**config.mk**
```make
export PLATFORM = sky130hd
export DESIGN_NAME = reflector_inverse
export DESIGN_NICKNAME = d
export VERILOG_FILES = /design/src/rtl/reflector_inverse.sv
export SDC_FILE = /design/constraint.sdc
export NUM_CORES = 1
export LEC_CHECK = 0
export CORE_ASPECT_RATIO = 1.4
export CORE_MARGIN = 1
export CORE_UTILIZATION = 26
export CTS_CLUSTER_SIZE = 20
export DETAILED_ROUTE_END_ITERATION = 8
export HOLD_SLACK_MARGIN = 0.05
export RECOVER_POWER = 50
export SLEW_MARGIN = 0
export SYNTH_ARGS = -nofsm -noshare
export SYNTH_HDL_FRONTEND = slang
export SYNTH_SLANG_ARGS = --single-unit
```
**constraint.sdc**
```tcl
create_clock -name clk -period 4.2 [get_ports clk]
set_input_delay 0.84 -clock clk [delete_from_list [all_inputs] [get_ports clk]]
set_output_delay 0.84 -clock clk [all_outputs]
set_load 0.1 [all_outputs]
```
**src/rtl/reflector_inverse.sv**
```systemverilog
// reflector_inverse: builds the inverse of the fixed Enigma reflector wiring
// into a register table after every reset. It then answers letter lookups over
// a valid/ready stream through a single output buffer.
// Optional build macro: REFL_INV_CHECK_EN enables two features:
//   - the out-of-range err flag, and
//   - the table self-check that can park the block in FAULT.
module reflector_inverse #(
  parameter int LETTERS = 26,
  parameter int W       = 5
) (
  input  logic         clk,
  input  logic         rst_n,
  input  logic         in_valid,
  input  logic [W-1:0] in_letter,
  output logic         in_ready,
  output logic         out_valid,
  output logic [W-1:0] out_letter,
  input  logic         out_ready,
  output logic         init_done,
  output logic         err
);

  typedef enum logic [1:0] {
    INIT  = 2'd0,
    RUN   = 2'd1,
    FAULT = 2'd2
  } state_t;

  localparam int          SLOTS = 1 << W;
  localparam logic [W-1:0] LAST = W'(LETTERS);

  state_t       state, state_nxt;
  logic [W-1:0] idx;
  logic [W-1:0] inv [0:SLOTS-1];
  logic [W-1:0] slot;
  logic         init_last;
  logic         accept;
  logic         drain;

  // Output buffer stage
  logic [W-1:0] letter_p1;
  logic         vld_p1;

  // Forward reflector wiring, letters 1..LETTERS; anything else maps to 0.
  function automatic logic [W-1:0] fwd_of(input logic [W-1:0] i);
    case (int'(i))
      1:       return W'(2);
      2:       return W'(18);
      3:       return W'(25);
      4:       return W'(7);
      5:       return W'(11);
      6:       return W'(8);
      7:       return W'(6);
      8:       return W'(5);
      9:       return W'(20);
      10:      return W'(14);
      11:      return W'(23);
      12:      return W'(4);
      13:      return W'(12);
      14:      return W'(9);
      15:      return W'(24);
      16:      return W'(21);
      17:      return W'(26);
      18:      return W'(17);
      19:      return W'(22);
      20:      return W'(10);
      21:      return W'(19);
      22:      return W'(1);
      23:      return W'(13);
      24:      return W'(3);
      25:      return W'(16);
      26:      return W'(15);
      default: return '0;
    endcase
  endfunction

  // A letter code is valid only in 1..LETTERS.
  function automatic logic in_range(input logic [W-1:0] l);
    return (l != '0) && (int'(l) <= LETTERS);
  endfunction

  assign slot      = fwd_of(idx);
  assign init_last = (state == INIT) && (idx == LAST);
  assign init_done = (state == RUN);
  assign in_ready  = (state == RUN) && (!vld_p1 || out_ready);
  assign accept    = in_valid && in_ready;
  assign drain     = vld_p1 && out_ready;

`ifdef REFL_INV_CHECK_EN
  logic [SLOTS-1:0] wr_mask;
  logic [SLOTS-1:0] wr_mask_nxt;
  logic             dup_seen;
  logic             dup_now;
  logic             init_bad;
  logic             err_p1;

  // Track which inverse slots the walk has written and flag any double write
  always_comb begin
    wr_mask_nxt = wr_mask;
    dup_now     = 1'b0;
    if (state == INIT) begin
      dup_now           = wr_mask[slot];
      wr_mask_nxt[slot] = 1'b1;
    end
    init_bad = dup_seen || dup_now || !(&wr_mask_nxt[LETTERS:1]);
  end

  // Self-check bookkeeping, cleared by reset so every rebuild is checked afresh
  always_ff @(posedge clk) begin
    if (!rst_n) begin
      wr_mask  <= '0;
      dup_seen <= 1'b0;
    end else if (state == INIT) begin
      wr_mask  <= wr_mask_nxt;
      dup_seen <= dup_seen || dup_now;
    end
  end

  // Out-of-range flag travels with the buffered result
  always_ff @(posedge clk) begin
    if (!rst_n) begin
      err_p1 <= 1'b0;
    end else if (accept) begin
      err_p1 <= !in_range(in_letter);
    end
  end

  assign err = err_p1;
`else
  assign err = 1'b0;
`endif

  // Next-state selection: INIT walks the wiring once, then RUN (or FAULT)
  always_comb begin
    state_nxt = state;
    case (state)
      INIT: begin
        if (init_last) begin
`ifdef REFL_INV_CHECK_EN
          state_nxt = init_bad ? FAULT : RUN;
`else
          state_nxt = RUN;
`endif
        end
      end
      RUN:     state_nxt = RUN;
      FAULT:   state_nxt = FAULT;
      default: state_nxt = INIT;
    endcase
  end

  // State register and build index; idx stops at LETTERS
  always_ff @(posedge clk) begin
    if (!rst_n) begin
      state <= INIT;
      idx   <= W'(1);
    end else begin
      state <= state_nxt;
      if ((state == INIT) && !init_last) begin
        idx <= idx + W'(1);
      end
    end
  end

  // Inverse table: one entry written per INIT cycle, inv[fwd[idx]] = idx
  always_ff @(posedge clk) begin
    if (!rst_n) begin
      for (int k = 0; k < SLOTS; k++) begin
        inv[k] <= '0;
      end
    end else if (state == INIT) begin
      inv[slot] <= idx;
    end
  end

  // Output buffer: load on accept, clear valid on a drain with no new load
  always_ff @(posedge clk) begin
    if (!rst_n) begin
      vld_p1    <= 1'b0;
      letter_p1 <= '0;
    end else if (accept) begin
      vld_p1    <= 1'b1;
      letter_p1 <= in_range(in_letter) ? inv[in_letter] : '0;
    end else if (drain) begin
      vld_p1    <= 1'b0;
    end
  end

  assign out_valid  = vld_p1;
  assign out_letter = letter_p1;

endmodule

```
==> impl_metrics.env <==
export IMPL_status="finished, final reports clean"
export IMPL_area_growth_pct=13.3
export IMPL_synth_top_area_cell="edfxtp_1"
export IMPL_setup_worst_path_class="flop to output port"
export IMPL_cts_buffers=17
export IMPL_fin_crit_sh_pct=78.6
export IMPL_nets=584
export IMPL_insertion_delay_ns=0.43
export IMPL_numPortBuffers=16
export IMPL_grt_pass1_wl_um=26000
export IMPL_wirelength_um=16500
export IMPL_via_per_inst=4.58
export IMPL_initial_core_util_pct=26.5
export IMPL_synth_top_flop_cell="edfxtp_1"
export IMPL_hp_class="flop to flop"
export IMPL_cp_startpoint="state[0]"
export IMPL_antennaDiodeCount=0
export IMPL_synth_seq_cells=153
export IMPL_wl_per_cell_um=17.3
export IMPL_drv_cap=0
export IMPL_clk_pin_slew_ns=0.06
export IMPL_grt_start_max_net_pins=45
export IMPL_critPathMaxFanout=3
export IMPL_yosysWarnings=0
export IMPL_firstDrtPassIters=5
export IMPL_async_flop_share_pct=0
export IMPL_placed_cell_area_mm2=0.00800
export IMPL_vias=4381
export IMPL_endpoint="init_done"
export IMPL_cts_max_path_buffers=2
export IMPL_cp_start_kind="flop"
export IMPL_rows=73
export IMPL_synthSimpleGateAreaFrac_pct=16.2
export IMPL_hold_buffers=0
export IMPL_die_h_um=204
export IMPL_gp_congestion=0.744
export IMPL_p_per_area_mw_per_mm2=433
export IMPL_cts_max_level=4
export IMPL_report_final_slew_viol_count=0
export IMPL_ff2ff_setup_slack_ns=1.08
export IMPL_r2r_cells=9
export IMPL_ys_seq_area_share_pct=58.4
export IMPL_ys_top_cells_by_count="135 x edfxtp_1, 110 x and2_1, 36 x clkbuf_1"
export IMPL_cts_sinks=153
export IMPL_synthAdderAreaFrac_pct=1.16
export IMPL_synth_cell_types=57
export IMPL_syn_instance_count=573
export IMPL_synth_top_family_by_area="simple AND/OR/NAND/NOR gates"
export IMPL_ios=18
export IMPL_fp_dieArea_mm2=0.0298
export IMPL_synthMuxAreaShare_pct=13.5
export IMPL_cts_setup_buffers=0
export IMPL_r2r_end="slot[2]"
export IMPL_synth_edff_count=135
export IMPL_root_buffer="clkbuf_16"
export IMPL_setup_tns_ns=0
export IMPL_worstPathRequired_ns=3.36
export IMPL_synth_most_common_cell="edfxtp_1"
export IMPL_drcViolationCount=0
export IMPL_crit_path_end_kind="output port"
export IMPL_synth_area_top_cells="edfxtp_1 54%, and2_1 9.1%, mux4_2 7.4%"
export IMPL_die_w_um=146
export IMPL_irDropWorstVdd_mv=0.275
export IMPL_groute_usage_overall_pct=11.6
export IMPL_hold_viol_final=0
export IMPL_fin_worst_skew_ns=0.0117
export IMPL_synth_area_mm2=0.00756
export IMPL_grt_pass1_vias=4533
export IMPL_cts_tree="built"
export IMPL_period_minus_slack_ns=3.30
export IMPL_worstPathArrival_ns=2.46
export IMPL_synth_xor_area_share_pct=0.463
export IMPL_gr_total_overflow=0
export IMPL_r2r_start="idx[1]"
export IMPL_setup_viol=0
export IMPL_cts_resized=0
export IMPL_drive_gt1_share_pct=13.3
export IMPL_p_leak_nw=2.98
export IMPL_max_freq_ghz=0.303
export IMPL_synth_compound_area_share_pct=5.92
export IMPL_drtAntennaViolNets=0
export IMPL_rsz0062_at_grt="false"
export IMPL_coreArea_mm2=0.0285
export IMPL_antenna_found_initial=1
export IMPL_yosys_area_top_type_share_pct=53.6
export IMPL_max_slew_margin_rel_pct=17.5
export IMPL_hold_path_startpoint="state[1]"
export IMPL_place_hpwl_um=11200
export IMPL_synth_avg_cell_area_um2=13.2
export IMPL_final_cell_area_mm2=0.00857
export IMPL_syn_nets=589
export IMPL_drt_iter0_drc=370
export IMPL_worst_pin_slew_ns=1.22
-- stage by stage --
step | hold WS (ns) | power [mW] | setup slack, ns | cells | util, %
final | 0.494 | 3.71 | 0.900 | 956 | 30.1
after floorplan | 0.456 | 2.08 | 0.690 | 573 | -
after detailed placement | 0.490 | 2.20 | 0.890 | 924 | 28.1
after global routing | 0.538 | 3.82 | 0.731 | 956 | 30.1
after global placement | 0.479 | 2.19 | 0.973 | 924 | 28.1
after CTS | 0.498 | 3.74 | 0.858 | 956 | 30.2
-- worst max-delay path, cell delays in order (launching register included) --
cell             delay [ns]
dfxtp_1                0.35
nor2b_1                0.45
clkdlybuf4s50_1        1.23
-- layout make-up --
| type | instances | area, um2 |
|---|---|---|
| inverters | 11 | 41.3 |
| repair buffers | 30 | 234 |
| clock buffers | 17 | 425 |
| well taps | 375 | 469 |
| multi-input cells | 355 | 2810 |
| flip-flops and latches | 153 | 4410 |
| clock inverters | 15 | 173 |
| fillers | 2850 | 19900 |
-- layer usage --
metal | wire length [um] | part of all wire, % | GRT usage [%]
met1 | 6680 | 40 | 13.0
met2 | 8760 | 53 | 21.3
met3 | 653 | 4.0 | 1.95
met5 | 11 | 0.067 | 0
met4 | 413 | 2.5 | 5.47
-- sequential cells by signal, indices dropped and copies added (netlist names) --
name and cells:
state 2, out_letter 5, inv 135, idx 5
slot 5, out_valid 1
-- cell families (layout without fill, tap and decap cells) --
family          after synthesis  after routing
mux                          53             53
compound gates               72             72
other cells                   1              1
flops                       153            153
simple gates                218            218
buf+inv                      65             73
xor+xnor                      4              4
fa+ha+maj                     7              7
-- cell usage in the layout (no fill, tap or decap), drive strengths merged, types with 3 or more instances in the layout --
cell type,instances
a21oi,4
nor2,35
nor3,31
clkdlybuf4s50,12
a211oi,3
nand3b,4
ha,7
o22ai,3
a22oi,5
inv,19
nor2b,5
xnor2,3
mux2i,17
and2,110
clkinvlp,3
o21ai,40
edfxtp,135
nand2,16
buf,12
clkbuf,22
a22o,6
dfxtp,18
mux4,35
-- power breakdown --
group	internal (mW)	switching, mW
sequential	1.74	0.0382
clock	0.894	0.656
combinational	0.129	0.251
total	2.76	0.945
-- how the worst min path moves through the flow --
| stage | to | slack, ns | cells after the start |
|---|---|---|---|
| 2_1_floorplan | state[0] | 0.46 | 1 |
| 3_3_place_gp | state[0] | 0.48 | 1 |
| 3_5_place_dp | state[0] | 0.49 | 1 |
| 4_1_cts | state[0] | 0.50 | 1 |
| 5_1_grt | state[0] | 0.54 | 1 |
| 6_report | state[0] | 0.49 | 1 |
Power figures use the tool's default switching activity.
==> RTL change 1: new RTL, same settings <==
Set the parameter `W` to 6 (it was 5).
--- a/src/rtl/reflector_inverse.sv
+++ b/src/rtl/reflector_inverse.sv
@@ -6,7 +6,7 @@
 //   - the table self-check that can park the block in FAULT.
 module reflector_inverse #(
   parameter int LETTERS = 26,
-  parameter int W       = 5
+  parameter int W       = 6
 ) (
   input  logic         clk,
   input  logic         rst_n,
Ports: changed (resized in_letter and out_letter); port bits go from 18 to 20. The function was not compared with the original's and may differ.
==> RTL change 1 against the unedited design <==
Sequential cell count increased by 59; routed wire length grew 33%; setup slack better by 0.019 ns; synthesized area up 32%; hold slack worse by 0.0051 ns; first-iteration DRC count is 2.7% lower; power increased by 30%; register-to-register slack got worse by 0.06 ns; design area is 35% higher; core utilization up 0.50 points; synthesized cell count up 27%; global-route usage is essentially flat; sequential power is 39% higher; final cell count increased by 34%; critical path type is now primary input to register; largest cell class unchanged.
==> RTL change 1: results <==
metrics = {
    "status": {
        "status": "completed",
    },
    "power_and_ir_drop": {
        "p_sw_frac": 0.256,
        "p_leak_nw": 3.99,
        "sequentialPower_mw": 2.48,
        "ir_worst_vdd_mv": 0.309,
        "p_comb_mw": 0.638,
        "seqPwrFrac": 0.515,
    },
    "layout": {
        "final-nonclk-buf-share": 0.0429,
        "final_layout_size_suffix_gt1_frac": 0.163,
        "n_clock_buffer": 28,
        "multi_input_area_share": 0.316,
        "nets": 808,
        "inv_count": 9,
        "largest_register_ffs": 192,
        "seq_share": 0.535,
        "fillers": 3702,
        "nNonClkBuffers": 68,
        "clockNetworkAreaShare": 0.0518,
    },
    "global_route": {
        "grt_pass1_wl_um": 34900,
        "grt_max_degree": 41,
        "antenna_found_initial": 0,
        "grtUsageTotal": 0.116,
        "first_global_vias": 6187,
    },
    "synthesis": {
        "synth_area_leaders": "edfxtp_1 58%, mux4_2 11%, and2_1 8.1%",
        "synthAdderAreaFrac": 0.00977,
        "async_reset_ff_frac": 0,
        "synth_compound_area_frac": 0.0480,
        "syn_inst": 730,
        "synthMuxAreaShare": 0.142,
        "synth_common_cells": "192 x edfxtp_1, 129 x and2_1, 50 x clkbuf_1",
        "synthXorXnorAreaFrac": 0.00175,
        "yosysUniqueCellTypes": 56,
    },
    "timing": {
        "fin_worst_skew_ns": 0.00925,
        "relSlewSlack": 0.293,
    },
    "routing": {
        "drt_iter0_drc": 360,
        "viasPerCell": 4.56,
        "drt-total-wl_um": 21900,
    },
    "critical_path": {
        "r2r.worst_path.cells": 8,
        "critPathSlowestCell": "dlygate4sd3_1",
        "crit_path_start": "rst_n",
        "critical_path.max_stage_delay_ns": 0.70,
        "criticalPathCategory": "primary input to register",
        "regToRegSetupSlack_ns": 1.02,
    },
    "min_path": {
        "hold_depth": 2,
        "min_to": "out_letter[5]$_SDFFE_PN0P_",
        "min-delay-start": "out_letter[5]$_SDFFE_PN0P_",
    },
    "clock_tree": {
        "cts_buffers": 21,
        "clkLatencyLatePin_ns": 0.51,
        "htreeDepth": 1,
        "clock_sinks": 212,
        "ctsLongestPathBuffers": 3,
    },
    "placement": {
        "dpl.hpwl_um": 15200,
        "place.port_buffers": 18,
        "place_inst": 1241,
        "place.gp.congestion": 0.844,
    },
}
==> RTL change 1: worst max-delay path, delay by kind of cell <==
| kind | cells | cell delay [ns] |
|---|---|---|
| AOI/OAI and AO/OA | 6 | 0.77 |
| and+or+nand+nor | 1 | 0.14 |
| adders and majority gates | 1 | 0.25 |
| buffers and inverters | 5 | 1.66 |
==> RTL change 1: through the flow <==
step | instance area [um^2] | setup slack [ns]
6_report | 11500 | 0.919
3_3_place_gp | 11000 | 0.629
3_5_place_dp | 11000 | 0.631
4_1_cts | 11600 | 0.971
2_1_floorplan | 10100 | 0.0309
5_1_grt | 11500 | 0.690
==> RTL change 1: layer usage <==
| metal | global-route usage | share of wire | vias to the layer above |
|---|---|---|---|
| li1 | - | - | 2783 |
| met1 | 0.128 | 0.38 | 2884 |
| met2 | 0.225 | 0.55 | 119 |
| met3 | 0.0115 | 0.035 | 33 |
| met4 | 0.0530 | 0.033 | 0 |
| met5 | 0 | 0 | - |
==> RTL change 2: new RTL, same flow settings <==
Without the edit above. Compare `idx` against `LAST` with >= in place of ==.
--- a/src/rtl/reflector_inverse.sv
+++ b/src/rtl/reflector_inverse.sv
@@ -80,7 +80,7 @@
   endfunction
 
   assign slot      = fwd_of(idx);
-  assign init_last = (state == INIT) && (idx == LAST);
+  assign init_last = (state == INIT) && (idx >= LAST);
   assign init_done = (state == RUN);
   assign in_ready  = (state == RUN) && (!vld_p1 || out_ready);
   assign accept    = in_valid && in_ready;
Check against the original RTL: no difference found for any inputs over 4 cycles, from zero or initial values and one cycle with rst_n low; that may be too few to reach the edited logic, so the function may still have changed.
==> RTL change 2 against the unedited design <==
Largest power group unchanged; setup slack got worse by 0.050 ns; register-to-register slack got worse by 0.20 ns; routed wire length rose by 12%; sequential cell count rose by 15; power rose by 6.5%; via count rose by 11%; fmax fell by 1.5%; critical endpoint is now slot[3]$_DFF_P_; synthesized area rose by 9.6%; synthesized cell count rose by 12%; combinational power rose by 6.8%; design area rose by 8.9%; largest cell class unchanged.
==> RTL change 2: results <==
metrics = {
    "status": {
        "status": "completed",
    },
    "critical_path": {
        "crit_path_start": "rst_n",
        "worstSetupEndpointType": "register",
        "regToRegSetupSlack_ns": 0.88,
        "cp_max_fo": 44,
        "cp-start-kind": "primary input",
        "cp.arrival_ns": 3.72,
        "crit-reg2reg-capture": "slot[3]$_DFF_P_",
        "r2r.worst_path.cells": 7,
    },
    "min_path": {
        "min_to": "out_letter[4]$_SDFFE_PN0P_",
        "hold_depth": 2,
        "min-delay-start": "out_letter[4]$_SDFFE_PN0P_",
    },
    "placement": {
        "pre_cts_slack_ns": 0.910,
        "dpl.hpwl_um": 12600,
    },
    "synthesis": {
        "synth_edf_count": 150,
        "synth_area_leaders": "edfxtp_1 54%, mux4_2 10%, and2_1 9.1%",
        "avgSynthCellArea_um2": 12.9,
        "yosysUniqueCellTypes": 60,
        "synth_nets": 656,
        "ys_seq_area_frac": 0.587,
    },
    "routing": {
        "via_count": 4863,
        "drt_iter0_drc": 318,
        "drt-total-wl_um": 18500,
    },
    "layout": {
        "nets": 646,
        "final_cell_count_no_fill": 1038,
        "largest_register_ffs": 150,
    },
    "timing": {
        "fin_worst_skew_ns": 0.0136,
        "post-route-period-util": 0.798,
        "worstMarginPinSlew_ns": 1.37,
        "slew_violations": 0,
    },
    "global_route": {
        "first_global_vias": 5142,
        "grt_pass1_wl_um": 29700,
        "antenna_found_initial": 0,
        "grtUsageTotal": 0.123,
    },
    "power_and_ir_drop": {
        "p_leak_nw": 3.18,
        "ir_worst_vdd_mv": 0.273,
    },
}
==> RTL change 2: metrics by stage <==
step | hold slack [ns] | power, mW | instance area, um^2
2_1_floorplan | 0.523 | 2.28 | 8290
3_3_place_gp | 0.431 | 2.42 | 8780
3_5_place_dp | 0.438 | 2.43 | 8780
6_report | 0.443 | 3.95 | 9330
5_1_grt | 0.455 | 4.08 | 9330
4_1_cts | 0.446 | 3.99 | 9370
==> RTL change 2: worst max-delay path, cell delays in order <==
cell           delay (ns)
dlygate4sd3_1        0.56
buf_4                0.41
nand2b_1             0.10
mux2i_1              1.07
mux2i_1              0.20
a221o_1              0.39
a21oi_1              0.14
==> RTL change 2: per-layer routing <==
metal	share of wire	global-route usage
met1	0.41	0.142
met5	0	0
met3	0.039	0.0254
met2	0.53	0.219
met4	0.023	0.0547
==> RTL change 2: where the power goes <==
part	total [mW]	internal [mW]	switching, mW
clock	1.57	0.923	0.650
sequential	1.97	1.91	0.0610
combinational	0.406	0.144	0.262
==> RTL change 2: cells by family after synthesis <==
| logic type | after synthesis | share of synthesized area |
|---|---|---|
| xor gates and xnor gates | 2 | 0.00211 |
| buffers and inverters | 70 | 0.0376 |
| other | 1 | 0.000452 |
| and+or+nand+nor | 259 | 0.174 |
| muxes | 52 | 0.125 |
| adders and majority gates | 8 | 0.0119 |
| AOI/OAI and AO/OA | 80 | 0.0620 |
| DFF | 168 | 0.587 |
==> RTL change 2: area by class of cell <==
class / count / area, um^2
timing repair buffer: 31 / 254
fill: 3086 / 22200
multi-input combinational: 402 / 3090
clock buffer: 21 / 470
tap: 395 / 494
inverter: 10 / 37.5
clock inverter: 11 / 121
sequential: 168 / 4860
